==> config.mk <==
export PLATFORM = sky130hd
export DESIGN_NAME = branch_predictor
export DESIGN_NICKNAME = d
export VERILOG_FILES = /design/src/rtl/branch_predictor.sv
export SDC_FILE = /design/constraint.sdc
export NUM_CORES = 1
export LEC_CHECK = 0
export BUFFER_PORTS_ARGS = -buffer_cell sky130_fd_sc_hd__buf_4
export CAP_MARGIN = 10
export CORE_MARGIN = 1.5
export CORE_UTILIZATION = 25
export DETAILED_ROUTE_END_ITERATION = 16
export SLEW_MARGIN = 40
export SYNTH_ARGS = -nofsm -noshare
export SYNTH_HDL_FRONTEND = slang
export SYNTH_SLANG_ARGS = --single-unit
export TNS_END_PERCENT = 5
==> constraint.sdc <==
create_clock -name clk -period 5.8 [get_ports clk]
set_clock_uncertainty 0.05 [all_clocks]
set_input_delay 0.29 -clock clk [delete_from_list [all_inputs] [get_ports clk]]
set_output_delay 0.29 -clock clk [all_outputs]
set_load 0.01 [all_outputs]
==> src/rtl/branch_predictor.sv <==
// rtl/branch_predictor.sv - direct-mapped branch target buffer with 2-bit counters and mispredict stats
module branch_predictor #(
    parameter int INDEX_BITS = 3,
    parameter int PC_WIDTH   = 16,
    parameter int CNT_WIDTH  = 16
) (
    input  logic                 clk,
    input  logic                 rst_n,
    input  logic                 en,
    input  logic [PC_WIDTH-1:0]  if_pc,
    output logic                 predicted_taken,
    output logic [PC_WIDTH-1:0]  predicted_target,
    input  logic                 res_valid,
    input  logic [PC_WIDTH-1:0]  res_pc,
    input  logic                 res_pred_taken,
    input  logic [PC_WIDTH-1:0]  res_pred_target,
    input  logic                 actual_taken,
    input  logic [PC_WIDTH-1:0]  actual_target,
    output logic                 update_PC,
    output logic [PC_WIDTH-1:0]  correct_pc,
    output logic [CNT_WIDTH-1:0] branch_count,
    output logic [CNT_WIDTH-1:0] mispredict_count
);

    localparam int ENTRIES = 1 << INDEX_BITS;
    localparam int TAG_W   = PC_WIDTH - INDEX_BITS - 1;

    logic [ENTRIES-1:0]  valid_q;
    logic [TAG_W-1:0]    tag_q [ENTRIES];
    logic [1:0]          ctr_q [ENTRIES];
    logic [PC_WIDTH-1:0] tgt_q [ENTRIES];

    logic [INDEX_BITS-1:0] if_idx;
    logic [TAG_W-1:0]      if_tag;
    logic                  if_hit;
    logic [INDEX_BITS-1:0] res_idx;
    logic [TAG_W-1:0]      res_tag;
    logic                  res_hit;
    logic [PC_WIDTH-1:0]   res_pc_plus2;
    logic                  do_update;
    logic                  mispredict;
    logic [1:0]            next_ctr;

    // Bit 0 of the PC is always ignored: instructions are halfword aligned.
    assign if_idx  = if_pc[INDEX_BITS:1];
    assign if_tag  = if_pc[PC_WIDTH-1:INDEX_BITS+1];
    assign res_idx = res_pc[INDEX_BITS:1];
    assign res_tag = res_pc[PC_WIDTH-1:INDEX_BITS+1];

    assign if_hit  = valid_q[if_idx] && (tag_q[if_idx] == if_tag);
    assign res_hit = valid_q[res_idx] && (tag_q[res_idx] == res_tag);

    assign predicted_taken  = if_hit & ctr_q[if_idx][1];
    assign predicted_target = if_hit ? tgt_q[if_idx] : if_pc + PC_WIDTH'(2);

    assign res_pc_plus2 = res_pc + PC_WIDTH'(2);
    assign do_update    = res_valid & en;
    // A stale target only matters when the branch was actually taken.
    assign mispredict   = (res_pred_taken != actual_taken) |
                          (actual_taken & (res_pred_target != actual_target));
    assign update_PC    = rst_n & do_update & mispredict;
    assign correct_pc   = actual_taken ? actual_target : res_pc_plus2;

    always_comb begin
        next_ctr = ctr_q[res_idx];
        if (!res_hit) begin
            next_ctr = actual_taken ? 2'b10 : 2'b01;
        end else if (actual_taken) begin
            if (next_ctr != 2'b11) next_ctr = next_ctr + 2'b01;
        end else begin
            if (next_ctr != 2'b00) next_ctr = next_ctr - 2'b01;
        end
    end

    always_ff @(posedge clk or negedge rst_n) begin
        if (!rst_n) begin
            valid_q          <= '0;
            branch_count     <= '0;
            mispredict_count <= '0;
            for (int i = 0; i < ENTRIES; i++) begin
                tag_q[i] <= '0;
                ctr_q[i] <= 2'b01;
                tgt_q[i] <= '0;
            end
        end else if (do_update) begin
            valid_q[res_idx] <= 1'b1;
            tag_q[res_idx]   <= res_tag;
            ctr_q[res_idx]   <= next_ctr;
            if (actual_taken) begin
                tgt_q[res_idx] <= actual_target;
            end else if (!res_hit) begin
                tgt_q[res_idx] <= res_pc_plus2;
            end
            if (branch_count != '1) begin
                branch_count <= branch_count + CNT_WIDTH'(1);
            end
            if (mispredict && (mispredict_count != '1)) begin
                mispredict_count <= mispredict_count + CNT_WIDTH'(1);
            end
        end
    end

endmodule

; Word level (Yosys, flattened, before mapping)
; Index checks and enable logic that the tools add are counted.
[totals]
register_bits = 280
inputBits = 70
wordCells = 105
[op_classes]
add_sub_neg = 6
order_cmp = 6
eq_ne = 8
mux = 40
bitwise_logic = 9
n_reduce_logical = 9
[op_table]
columns = cell, n
row1 = $bwmux W128, 2
row2 = $mux W128, 2
row3 = $bwmux W96, 1
row4 = $mux W16, 5
row5 = $bmux W12 S3, 2
row6 = $mux W12, 5
row7 = $bmux W16 S3, 1
row8 = $demux W16 S3, 1
row9 = $demux W12 S3, 1
row10 = $add A16 B1 Y16 const B, 2
row11 = $add A16 B2 Y16 const B, 2
row12 = $ne A16 B16 Y1 const B, 2
row13 = $eq A12 B12 Y1, 2
row14 = $mux W2, 10
row15 = $bwmux W16, 1
row16 = $ne A16 B16 Y1, 1
row17 = $bmux W2 S3, 2
row18 = $ge A4 B4 Y1 const B, 2
row19 = $lt A3 B4 Y1 const B, 2
row20 = $not A3 Y4, 2
row21 = $or A8 B8 Y8, 1
row22 = $bmux W1 S3, 2
row23 = $demux W2 S3, 1
row24 = $reduce_and A2 Y1, 3
row25 = other kinds (12), 23

; Logic depth before layout (Yosys ltp)
[logic_depth]
ltp_word = 9
mapped_depth = 13
depth_no_buf = 8

; Worst setup path after synthesis
; OpenSTA, ideal clock, no wires.
[synth_path]
kind = input to output
startpoint = in if_pc[1]
endpoint = out predicted_target[10]
t_arrival_ns = 2.631
required_time_ns = 5.460
setup_slack_ns = 2.829
path_stages = 10
path_buffers = 3
cell_sequence = buf_2 buf_2 mux4_2 mux2i_1 xnor2_1 nor4_1 nand4b_1 clkbuf_1 a211oi_1 a21oi_1
[synth_via]
elab_chain_len = 7
elab_cells_between_ends = 13
cone_classes = add/sub: 1 / eq/ne: 1 / mux: 9 / bitwise: 1 / reduce/logical: 1
[synth_rtl]
columns = element, line
row1 = from (decl), 10  ; input logic [PC_WIDTH-1:0] if_pc,
row2 = $not A3 Y4 (not written as such), "50, 54"
row3 = $bmux W12 S3, 50  ; assign if_hit = valid_q[if_idx] && (tag_q[if_idx] == if_tag);
row4 = $mux W12 (not written as such) (2 in series), 50
row5 = $eq A12 B12 Y1, 50
row6 = $logic_and A1 B1 Y1, 50
row7 = $mux W16 (*), 54  ; assign predicted_target = if_hit ? tgt_q[if_idx] : if_pc + PC_WIDTH'(2);
row8 = to (decl), 12  ; output logic [PC_WIDTH-1:0] predicted_target,
; Mark *: on every way between the ends. The rest lies on a longest branch, timed or not. The select of a mux whose other input is x is not followed.

; Worst setup path after layout
[layout_path]
startpoint = reg tag_q[5] (netlist name)
endpoint = out predicted_target[7]
[layout_via]
elab_chain_len = 6
[layout_rtl]
columns = element, line
row1 = from (decl), 29  ; logic [TAG_W-1:0] tag_q [ENTRIES];
row2 = "from (signal, indexed assignment)", 87  ; tag_q[res_idx] <= res_tag;
row3 = $bmux W12 S3, 50
row4 = $mux W12 (not written as such) (2 in series), 50
row5 = $eq A12 B12 Y1, 50
row6 = $logic_and A1 B1 Y1, 50
row7 = $mux W16, 54
; No other way between the ends. The select of a mux whose other input is x is not followed.

==> impl_metrics.csv <==
group,metric,value,unit
status,status,"finished, final reports clean",
yosys,yosysWarnings,0,
yosys,synth_seq_area_share,47.8,%
place,post-dp-hpwl,31.3,mm
yosys,syn_area_per_cell,11.4,µm²
critical_path,slowest_delay,0.67,ns
cells_and_area,ff_latch_area,0.00702,mm²
worst_hold_path,hold_path_class,"in -> async",
timing,fin_tns_setup,0,ns
critical_path,rr_worst_depth,10,
run,drv_cap,0,
critical_path,crit_type,"reg -> out",
timing,period_minus_slack,4.00,ns
yosys,synth_area_leaders,"dfrtp_1 (46%), mux4_2 (10%), nand2_1 (7.3%)",
critical_path,cp.arrival,3.66,ns
critical_path,reg2reg_slack,2.57,ns
clock_tree,clock_path_buffers,3,
critical_path,timing.rr.end,"tgt_q[68]",
cells_and_area,drive_above_1_share,28.3,%
route,detail-route-antenna-nets,0,
critical_path,cp_cell_sequence,"mux4_2 -> mux2i_1 -> xnor2_1 -> nor4_1 -> nand3_1 -> o21ai_0 -> buf_4",
timing,setup_viol,0,
yosys,synth_edf_count,0,
route,drtIter0Drc,1001,
route,route.detailed.drc,0,
die,die_area,0.0602,mm²
critical_path,critPathRequiredTime,5.46,ns
critical_path,endpoint,"predicted_target[7]",
timing,worst_pin_slew,0.836,ns
die,rows,88,
route,wl_per_cell,20.8,µm
critical_path,r2r-start,"tag_q[8]",
die,core_area,0.0579,mm²
pwr,ir_drop,0.000272,V
global_route,grt_pass1_wl,69.9,mm
yosys,synth_ff_type,"dfrtp_1",
pwr,p_leak,7.84,nW
global_route,antenna_found_initial,1,
clock_tree,worstSkewPairLatency,0.60,ns
cells_and_area,post-route-util,30.7,%
die,start_util,25.3,%
route,vias,10900,
global_route,overflow,0,
clock_tree,cts.repair.resized,0,
timing,relSlewSlack,44.0,%
clock_tree,h-tree-depth,1,
timing,finalCritPeriodShare,68.9,%
timing,rsz0062_at_grt,"no",
yosys,synth_top_area_share,46.4,%
route,firstDrtPassIters,5,
critical_path,crit_path_end_kind,"output pin",
die,fp.dieH,245,µm
route,viasPerCell,4.94,
clock_tree,clk_pin_slew_worst_paths,0.07,ns
timing,hold_viol,0,
clock_tree,root_buffer,"clkbuf_16",
die,die_x,245,µm
cells_and_area,final_nets,1491,
yosys,synthDistinctLibCells,52,
cells_and_area,multi_input_area,0.00733,mm²
yosys,syn-cell-area,0.0147,mm²
critical_path,cp_slowest_cell,"nand3_1",
place,gp_congestion,0.880,
yosys,async_flop_share,100,%
yosys,ys_seq_elements,280,
cells_and_area,fillers,5904,
critical_path,start_kind,"flop",
yosys,syn_nets,1366,
clock_tree,numCtsBuffers,31,
global_route,grt_max_degree,73,
global_route,grt_pass1_vias,11200,
clock_tree,cts_tree,"done",
die,top_level_ports,136,
yosys,yosysTopAreaCell,"dfrtp_1",
cells_and_area,area_growth,21.0,%
yosys,synth_cells,1291,
timing,maxClockFrequency,250,MHz
pwr,power_density,336,mW/mm²
place,io_buffer_count,135,
timing,drv_slew,0,
cells_and_area,num_antenna_cells,0,
clock_tree,cts.sink_count,280,
pwr,p_total,5.97,mW
critical_path,crit_fanout,11,
global_route,grtUsageTotal,15.2,%
critical_path,startpoint,"tag_q[5]",
route,wl,45.9,mm
-- through the flow --
step	instance area (µm²)	hold WS (ns)	cells	setup WS [ns]
floorplan	14700	-0.0556	1291	2.83
global placement	16500	0.412	2135	1.52
detailed placement	16600	0.0789	2137	1.94
CTS	17700	0.0342	2202	1.79
global route	17800	0.0624	2202	1.68
finish	17800	0.0552	2202	1.80
-- worst max-delay path, delay by kind of cell, from the launching register on --
kind	cells	cell delay (ns)
AND/OR/NAND/NOR	2	1.22
multiplexers	2	0.73
AO/OA/AOI/OAI	1	0.43
flip-flops	1	0.39
buffers and inverters	1	0.18
XOR/XNOR	1	0.10
-- where the power goes --
part	internal (mW)	total, mW	switching, mW
Combinational	0.676	1.25	0.575
Sequential	2.39	2.69	0.300
Clock	1.18	2.02	0.844
-- cells by family (layout without fill, tap and decap cells) --
logic type | count (synthesis) | count (layout) | synth area share, %
and+or+nand+nor | 429 | 429 | 12.9
adders and majority gates | 5 | 5 | 0.426
buffers and inverters | 90 | 236 | 2.75
DFF | 280 | 280 | 47.8
AOI/OAI and AO/OA | 125 | 125 | 5.28
muxes | 272 | 272 | 25.5
xor gates and xnor gates | 90 | 90 | 5.37
-- worst min-delay path by stage --
stage | to | start | depth (start not counted)
after global routing | tgt_q[8] | rst_n | 2
after global placement | tgt_q[59] | tgt_q[59] | 1
final | tgt_q[41] | rst_n | 2
after floorplan | branch_count[0] | rst_n | 0
after CTS | tgt_q[41] | rst_n | 2
after detailed placement | tgt_q[121] | rst_n | 1
-- registers in the layout, indices dropped and copies added (netlist names) --
signal            count
ctr_q                16
mispredict_count     16
valid_q               8
tgt_q               128
branch_count         16
tag_q                96
-- cells in the final DEF, fill, tap and decap left out, drive strengths merged, types with 17 or more instances in the layout --
master,Yosys,final
buf,29,164
clkbuf,54,40
dfrtp,272,272
mux2,150,150
mux2i,56,56
mux4,66,66
nand2,284,284
nand3,32,32
nor2,24,24
nor2b,17,17
o21ai,56,56
xnor2,60,60
xor2,30,30
-- synth_stat cells, types with 18 or more instances --
library cell and instances:
clkbuf_1 54, dfrtp_1 272, mux2_1 56, mux2_2 94, mux2i_1 56, mux4_2 66, nand2_1 284, nand3_1 32
nor2_1 18, o21ai_0 44, xnor2_1 60, xor2_1 30
-- per-layer routing --
metal	track usage [%]	part of all wire, %	vias to the layer above	routed length, µm
met5	2.45	0.47	-	218
met4	4.65	3.1	4	1430
met3	3.87	8.7	77	3990
met2	24.0	45	412	20700
met1	20.2	43	5573	19500
li1	-	-	4814	-
-- repair_timing --
action,CTS,global route
buffers inserted,0,0
endpoints found under the hold margin,208,0
hold buffers,11,0
-- layout make-up --
cell class,count,share of cell area [%]
inverters,7,0.148
multi-input cells,921,41.3
clock buffers,40,4.84
well taps,765,5.39
clock inverters,14,0.979
flip-flops and latches,280,39.5
repair buffers,175,7.86
Power figures use the tool's default switching activity.
